**src/rtl/wb_cw_arbiter.sv**
```systemverilog
// Two-master round-robin Wishbone arbiter for the 16-bit cross-clock/compressor port.
// The grant is held for the whole cycle (bursts included); a watchdog ends stalled beats with err.
module wb_cw_arbiter #(
  parameter int WB_ADDR_W   = 24,
  parameter int WB_DATA_W   = 16,
  parameter int WB_SEL_BITS = 2,
  parameter int TIMEOUT     = 255
) (
  input  logic                   i_clk,
  input  logic                   i_rst,
  input  logic                   m0_wb_cyc,
  input  logic                   m0_wb_stb,
  input  logic                   m0_wb_we,
  input  logic [WB_ADDR_W-1:0]   m0_wb_adr,
  input  logic [WB_DATA_W-1:0]   m0_wb_o_dat,
  input  logic [WB_SEL_BITS-1:0] m0_wb_sel,
  input  logic                   m0_wb_4_burst,
  input  logic                   m0_wb_8_burst,
  output logic [WB_DATA_W-1:0]   m0_wb_i_dat,
  output logic                   m0_wb_ack,
  output logic                   m0_wb_err,
  input  logic                   m1_wb_cyc,
  input  logic                   m1_wb_stb,
  input  logic                   m1_wb_we,
  input  logic [WB_ADDR_W-1:0]   m1_wb_adr,
  input  logic [WB_DATA_W-1:0]   m1_wb_o_dat,
  input  logic [WB_SEL_BITS-1:0] m1_wb_sel,
  input  logic                   m1_wb_4_burst,
  input  logic                   m1_wb_8_burst,
  output logic [WB_DATA_W-1:0]   m1_wb_i_dat,
  output logic                   m1_wb_ack,
  output logic                   m1_wb_err,
  output logic                   s_wb_cyc,
  output logic                   s_wb_stb,
  output logic                   s_wb_we,
  output logic [WB_ADDR_W-1:0]   s_wb_adr,
  output logic [WB_DATA_W-1:0]   s_wb_o_dat,
  output logic [WB_SEL_BITS-1:0] s_wb_sel,
  output logic                   s_wb_4_burst,
  output logic                   s_wb_8_burst,
  input  logic [WB_DATA_W-1:0]   s_wb_i_dat,
  input  logic                   s_wb_ack,
  input  logic                   s_wb_err,
  output logic [1:0]             o_grant,
  output logic                   o_timeout
);

  typedef enum logic [1:0] {IDLE = 2'd0, GNT0 = 2'd1, GNT1 = 2'd2} state_t;

  localparam logic [7:0] WDT_LAST = 8'(TIMEOUT - 1);

  state_t     state;
  logic       last_grant;  // index of the master granted most recently
  logic [7:0] wdt;
  logic       gnt_stb;
  logic       stalled;
  logic       wdt_expire;

  // Taken from the masters directly so the watchdog does not loop through the routing block.
  assign gnt_stb    = ((state == GNT0) && m0_wb_stb) || ((state == GNT1) && m1_wb_stb);
  assign stalled    = gnt_stb && !s_wb_ack && !s_wb_err;
  assign wdt_expire = stalled && (wdt == WDT_LAST);

  always_ff @(posedge i_clk) begin
    // NOTE: registered state uses non-blocking assignments so every flop samples pre-edge values.
    if (i_rst) begin
      state      <= IDLE;
      last_grant <= 1'b1;
      wdt        <= 8'd0;
      o_timeout  <= 1'b0;
    end else begin
      if (wdt_expire) o_timeout <= 1'b1;
      wdt <= (stalled && !wdt_expire) ? wdt + 8'd1 : 8'd0;
      unique case (state)
        IDLE: begin
          // With both requesting, m0 wins only when m1 was served last.
          if (m0_wb_cyc && (!m1_wb_cyc || last_grant)) begin
            state      <= GNT0;
            last_grant <= 1'b0;
          end else if (m1_wb_cyc) begin
            state      <= GNT1;
            last_grant <= 1'b1;
          end
        end
        GNT0:    if (!m0_wb_cyc) state <= IDLE;
        GNT1:    if (!m1_wb_cyc) state <= IDLE;
        default: state <= IDLE;
      endcase
    end
  end

  always_comb begin
    // NOTE: every routed output is defaulted first so no branch can infer a latch.
    s_wb_cyc     = 1'b0;
    s_wb_stb     = 1'b0;
    s_wb_we      = 1'b0;
    s_wb_4_burst = 1'b0;
    s_wb_8_burst = 1'b0;
    s_wb_adr     = m0_wb_adr;
    s_wb_o_dat   = m0_wb_o_dat;
    s_wb_sel     = m0_wb_sel;
    m0_wb_ack    = 1'b0;
    m0_wb_err    = 1'b0;
    m1_wb_ack    = 1'b0;
    m1_wb_err    = 1'b0;
    unique case (state)
      GNT0: begin
        s_wb_cyc     = m0_wb_cyc;
        s_wb_stb     = m0_wb_stb;
        s_wb_we      = m0_wb_we;
        s_wb_4_burst = m0_wb_4_burst;
        s_wb_8_burst = m0_wb_8_burst;
        m0_wb_ack    = s_wb_ack;
        m0_wb_err    = s_wb_err | wdt_expire;
      end
      GNT1: begin
        s_wb_cyc     = m1_wb_cyc;
        s_wb_stb     = m1_wb_stb;
        s_wb_we      = m1_wb_we;
        s_wb_adr     = m1_wb_adr;
        s_wb_o_dat   = m1_wb_o_dat;
        s_wb_sel     = m1_wb_sel;
        s_wb_4_burst = m1_wb_4_burst;
        s_wb_8_burst = m1_wb_8_burst;
        m1_wb_ack    = s_wb_ack;
        m1_wb_err    = s_wb_err | wdt_expire;
      end
      default: ;
    endcase
  end

  assign m0_wb_i_dat = s_wb_i_dat;
  assign m1_wb_i_dat = s_wb_i_dat;
  assign o_grant     = {state == GNT1, state == GNT0};

endmodule

```
**config.mk**
```make
export PLATFORM = sky130hd
export DESIGN_NAME = wb_cw_arbiter
export DESIGN_NICKNAME = d
export VERILOG_FILES = /design/src/rtl/wb_cw_arbiter.sv
export SDC_FILE = /design/constraint.sdc
export NUM_CORES = 1
export LEC_CHECK = 0
export CORE_ASPECT_RATIO = 0.7
export CORE_UTILIZATION = 25
export CTS_BUF_LIST = sky130_fd_sc_hd__clkbuf_8
export DETAILED_ROUTE_END_ITERATION = 16
export GPL_ROUTABILITY_DRIVEN = 1
export GPL_TIMING_DRIVEN = 0
export PLACE_DENSITY_LB_ADDON = 0.05
export SLEW_MARGIN = 20
export SYNTH_ARGS = -nofsm -noshare
export SYNTH_HDL_FRONTEND = slang
export SYNTH_SLANG_ARGS = --single-unit
```
**constraint.sdc**
```tcl
create_clock -name i_clk -period 2.33 [get_ports i_clk]
set_clock_uncertainty 0.05 [all_clocks]
set_input_delay 0.466 -clock i_clk [delete_from_list [all_inputs] [get_ports i_clk]]
set_output_delay 0.466 -clock i_clk [all_outputs]
set_load 0.05 [all_outputs]
```
# After elaboration in Yosys (flattened, before gate mapping)
# Index checks and enable logic that the tools add are counted.
dict set report word_totals {
  register_bits 12
  in_bits 114
  out_inout_bits 86
  wordCells 50
}
dict set report classes {
  addsub 1
  n_eq_ne 6
  mux 19
  n_bitwise 2
  n_reduce_logical 18
}
# operator n
set ops {}
lappend ops {{24-bit two-way mux} 1}
lappend ops {{16-bit two-way mux} 1}
lappend ops {{2-bit two-way mux} 5}
lappend ops {{1-bit one-hot mux with 2 select lines} 5}
lappend ops {{8-bit by 1-bit adder with 8-bit output (second input constant)} 1}
lappend ops {{8-bit equality test (second input constant)} 1}
lappend ops {{1-bit logical AND} 7}
lappend ops {{1-bit two-way mux} 6}
lappend ops {{2-bit one-hot mux with 3 select lines} 1}
lappend ops {{1-bit zero test} 4}
lappend ops {{2-bit != test (second input constant)} 2}
lappend ops {{3-bit != test (second input constant)} 1}
lappend ops {{3-bit AND reduction} 1}
lappend ops {{2-bit by 1-bit equality test with 1-bit output (second input constant)} 1}
lappend ops {{2-bit equality test (second input constant)} 1}
lappend ops {{2-bit zero test} 1}
lappend ops {{1-bit logical OR} 2}
lappend ops {{2-bit AND reduction} 1}
lappend ops {{2-bit nonzero test} 1}
lappend ops {{2-bit OR reduction} 1}
lappend ops {{1-bit NOT} 1}
lappend ops {{1-bit bitwise OR} 1}

# Logic depth before layout (Yosys ltp)
dict set report logic_depth {
  word_depth 10
  ltp_mapped 7
}

# Worst setup path before layout
# No wires, ideal clock.
dict set report synth_timing {
  path_kind {flip-flop to output port}
  startpoint {register state[1]}
  endpoint {output port m0_wb_err}
  arrival_time_ns 2.074
  setup_slack_ns -0.260
  stages_incl_launch_ff 7
  n_path_buf 1
  cell_sequence {dfxtp_1 inv_1 ha_1 buf_2 a22oi_1 nor4_1 o21a_1}
}
dict set report synth_between {
  elab_chain_cells 8
  word_cells_on_any_way 10
}
# item line
set synth_rtl {}
lappend synth_rtl {{start: declaration} 52} ;# state_t state;
lappend synth_rtl {{start signal: assignment} 67} ;# state <= IDLE;
lappend synth_rtl {{start signal: assignment} 78} ;# state <= GNT0;
lappend synth_rtl {{start signal: assignment} 81} ;# state <= GNT1;
lappend synth_rtl {{2-bit by 1-bit equality test with 1-bit output *} -}
lappend synth_rtl {{via o_grant[0]} 44} ;# output logic [1:0] o_grant,
lappend synth_rtl {{1-bit logical AND} 60} ;# assign gnt_stb = ((state == GNT0) && m0_wb_stb) || ((state == GNT1) && m1_wb_stb);
lappend synth_rtl {{1-bit logical OR} 60}
lappend synth_rtl {{1-bit logical AND (2 in a row)} 61} ;# assign stalled = gnt_stb && !s_wb_ack && !s_wb_err;
lappend synth_rtl {{1-bit logical AND} 62} ;# assign wdt_expire = stalled && (wdt == WDT_LAST);
lappend synth_rtl {{1-bit bitwise OR} 114} ;# m0_wb_err = s_wb_err | wdt_expire;
lappend synth_rtl {{1-bit two-way mux *} 106} ;# unique case (state)
lappend synth_rtl {{end: declaration} 21} ;# output logic m0_wb_err,
# The timed path passes the listed nets; every way through them passes the cells marked *.

# Worst setup path after layout
dict set report layout_timing {
  startpoint {register state[1]}
  endpoint {output port m0_wb_err}
}
dict set report layout_between {
  elab_chain_cells 8
  word_cells_on_any_way 10
}
# item line
set layout_rtl {}
lappend layout_rtl {{2-bit by 1-bit equality test with 1-bit output or 2-bit equality test (tied branches)} {60, 106}}
lappend layout_rtl {{1-bit logical AND} 60}
lappend layout_rtl {{1-bit logical OR} 60}
lappend layout_rtl {{1-bit logical AND (2 in a row)} 61}
lappend layout_rtl {{1-bit logical AND} 62}
lappend layout_rtl {{1-bit bitwise OR} 114}
lappend layout_rtl {{1-bit two-way mux *} 106}
# Mark *: on every way between the ends. The rest lies on a longest branch, timed or not.

==> metrics.md <==
| Metric | Value |
|---|---|
| DR vias | around 1800 |
| CP Max Fanout | 8 |
| Io pins | 200 |
| Fmax | between 400 and 500 MHz |
| Routed wire length | around 6.2 mm |
| Post-Syn Instances | around 160 |
| DP HPWL | ~5.4 mm |
| Crit. End Element | output pin |
| Worst EP arrival | ~1700 ps |
| Initial Utilization | 0.269 |
| Mean area per synthesized cell | just over 9 um^2 |
| Post-route DRC | 0 |
| Worst Hold Depth | 1 |
| Hold bufs inserted after CTS | 0 |
| Mean routed wirelength per cell | about 15 um |
| Synth Area in Simple Gates | 0.136 |
| Crit start category | flop |
| Critical path class | flop to output pin |
| Cell count after placement | 413 |
| Power Total | around 1.5 mW |
| Max clock buf depth | 2 |
| Post-synthesis mux area share | 0.324 |
| Initial antenna violation count | 0 |
| Final setup fails | 0 |
| Clk_lat worst skew | around 240 ps |
| Clock Sinks | 12 |
| CTS tree | built |
| Synth top area cells | mux2_2, dfxtp_1, buf_4 |
| Non-filler cells, final | 418 |
| Leak | around 1.4 nW |
| Syn nets | 277 |
| Leading area contributor after synthesis | mux2_2 |
| Die Height | roughly 66 um |
| Area Growth Syn to Fin | 135% |
| Post-layout min period | between 2000 and 2500 ps |
| Crit path launch | state[1] |
| Reg-to-reg slack, setup | 690 ps |
| Vias in the first global route | 1766 |
| P per Cell Area | ~430 mW/mm^2 |
| CP required | 1810 ps |
| Routed Antenna Nets | 0 |
| IR drop worst, VDD | between 0.00015 and 0.0002 V |
| Yosys reg bits | 12 |
| Die area | ~0.006 mm^2 |
| Compound-Gate Fraction of Synth Area | 0.112 |
| Pins over their slew limit | 0 |
| Vias/cell | approximately 4.4 |
| Finished Core Util | 0.631 |
| Synth cell types | 29 |
| MaxCap Viol Count | 0 |
| Die Span X | just over 90 um |
| RePlAce Congestion | 0.762 |
| Reg clk slew, reported paths | 50 ps |
| DRT Pass-1 Iters | 2 |
| DP Worst Slack | -831 ps |
| Predominant post-synthesis flop cell | dfxtp_1 |
| Hold path start | o_timeout |
| IO buf count | between 150 and 200 |
| Synth Area in Adders | 0.0429 |
| Hold WC Path Type | flop to flop |
| Fin. Hold Viols | 0 |
| EDFF count, synth | 0 |
| Setup TNS | 0 ps |
| Commonest non-fill, non-tap cell in the layout | clkdlybuf4s50_1 |
| Tcrit/Tclk final | 0.970 |
| DR iter-0 viols | 47 |
| Diodes inserted | 0 |
| Largest net degree at the start of global routing | 11 |
| CTS buffer count | 3 |
| Setup ws final | ~70 ps |
| Core box area | 0.00542 mm^2 |
| Total of warnings raised by yosys | 0 |
| Global Route Usage Sum | 0.188 |
| FF-to-FF path depth | 7 |
| Status | complete, no violations |
| Grt total ovfl | 0 |
| Sequential fraction of the synthesis area | 0.165 |
| Root Buffer | clkbuf_8 |
| H-tree depth | 1 |
| Worst r2r src | state[1] |
| Nets@finish | 466 |
| Ys async rst share | 0 |
| Most frequent cells in the layout | clkdlybuf4s50_1, mux2_2, buf_4 |
| Share of the synthesized area in the top cell type | 0.294 |
| Rel. slew slack | 0.653 |
| First-pass GRT wire length | 8.98 mm |
| Synth Area in XOR/XNOR | 0.0180 |
| Post-Synthesis Cell Area | between 0.001 and 0.0015 mm^2 |
| Rows | 22 |
| Share of cells above drive strength 1 | 0.434 |
| Largest family of logic cells by synthesized area | multiplexers |
| Slew @ Worst Pin | roughly 520 ps |
## state kept, by name, indices dropped and copies added (netlist names)
name        cells
wdt             8
state           2
last_grant      1
o_timeout       1
## per-layer routing
metal | vias up | track usage | share of wire
li1 | 910 | - | -
met3 | 8 | 0.0575 | 0.11
met4 | 0 | 0.0308 | 0.013
met1 | 822 | 0.199 | 0.37
met5 | - | 0 | 0
met2 | 106 | 0.370 | 0.51
## synth_stat cells (3+ instances only)
cell type and n:
mux2_1 4, a211oi_2 3, nand3_1 3, mux2_2 38, inv_1 5, nand4_1 3, ha_1 5, dfxtp_1 12
buf_4 32, or3_1 4, a22oi_1 5, buf_2 7, o21ai_0 5, a21oi_1 3, and2_1 3, nor3_2 5
nor2b_1 6
## metrics by stage
step | hold slack [ps] | area (um^2)
detailed placement | 417 | 3390
CTS | 433 | 3420
global placement | 409 | 3390
finish | 428 | 3420
floorplan | 414 | 1470
global route | 459 | 3420
## final timing paths
path / endpoint
setup / recovery: m0_wb_err
hold / removal: o_timeout
setup reg to reg: wdt[6]
hold reg to reg: o_timeout
## cell families after synthesis
kind of cell             after synthesis
AND/OR/NAND/NOR                       30
adder cells (fa/ha/maj)                5
XOR/XNOR                               3
multiplexers                          42
AO/OA/AOI/OAI                         22
buffers and inverters                 44
flip-flops                            12
## worst max-delay path, cell delays in order, from the launching register on
cell and delay (ps):
dfxtp_2 350, inv_1 60, ha_2 180, buf_6 130
a22oi_2 220, nor4_2 60, buf_4 140, o21a_2 200
buf_6 150
## where the power goes
group	internal, mW	switching (mW)
clock	0.149	0.0767
sequential	0.213	0.00673
combinational	0.436	0.583
total	0.798	0.666
## cell type report
class	count	area [um^2]
clock buffers	4	55.1
flip-flops and latches	12	241
multi-input cells	102	955
repair buffers	184	1760
well taps	72	90.1
fillers	478	2000
inverters	5	18.8
plain buffers	39	305
## timing repair
action | 4_1_cts | 5_1_grt
setup buffers | 1 | 0
pin swaps | 3 | 1
setup endpoints to repair | 51 | 50
cloned | 0 | 0
gates resized for setup | 196 | 21
No activity file was read; power rests on OpenSTA's default activity.
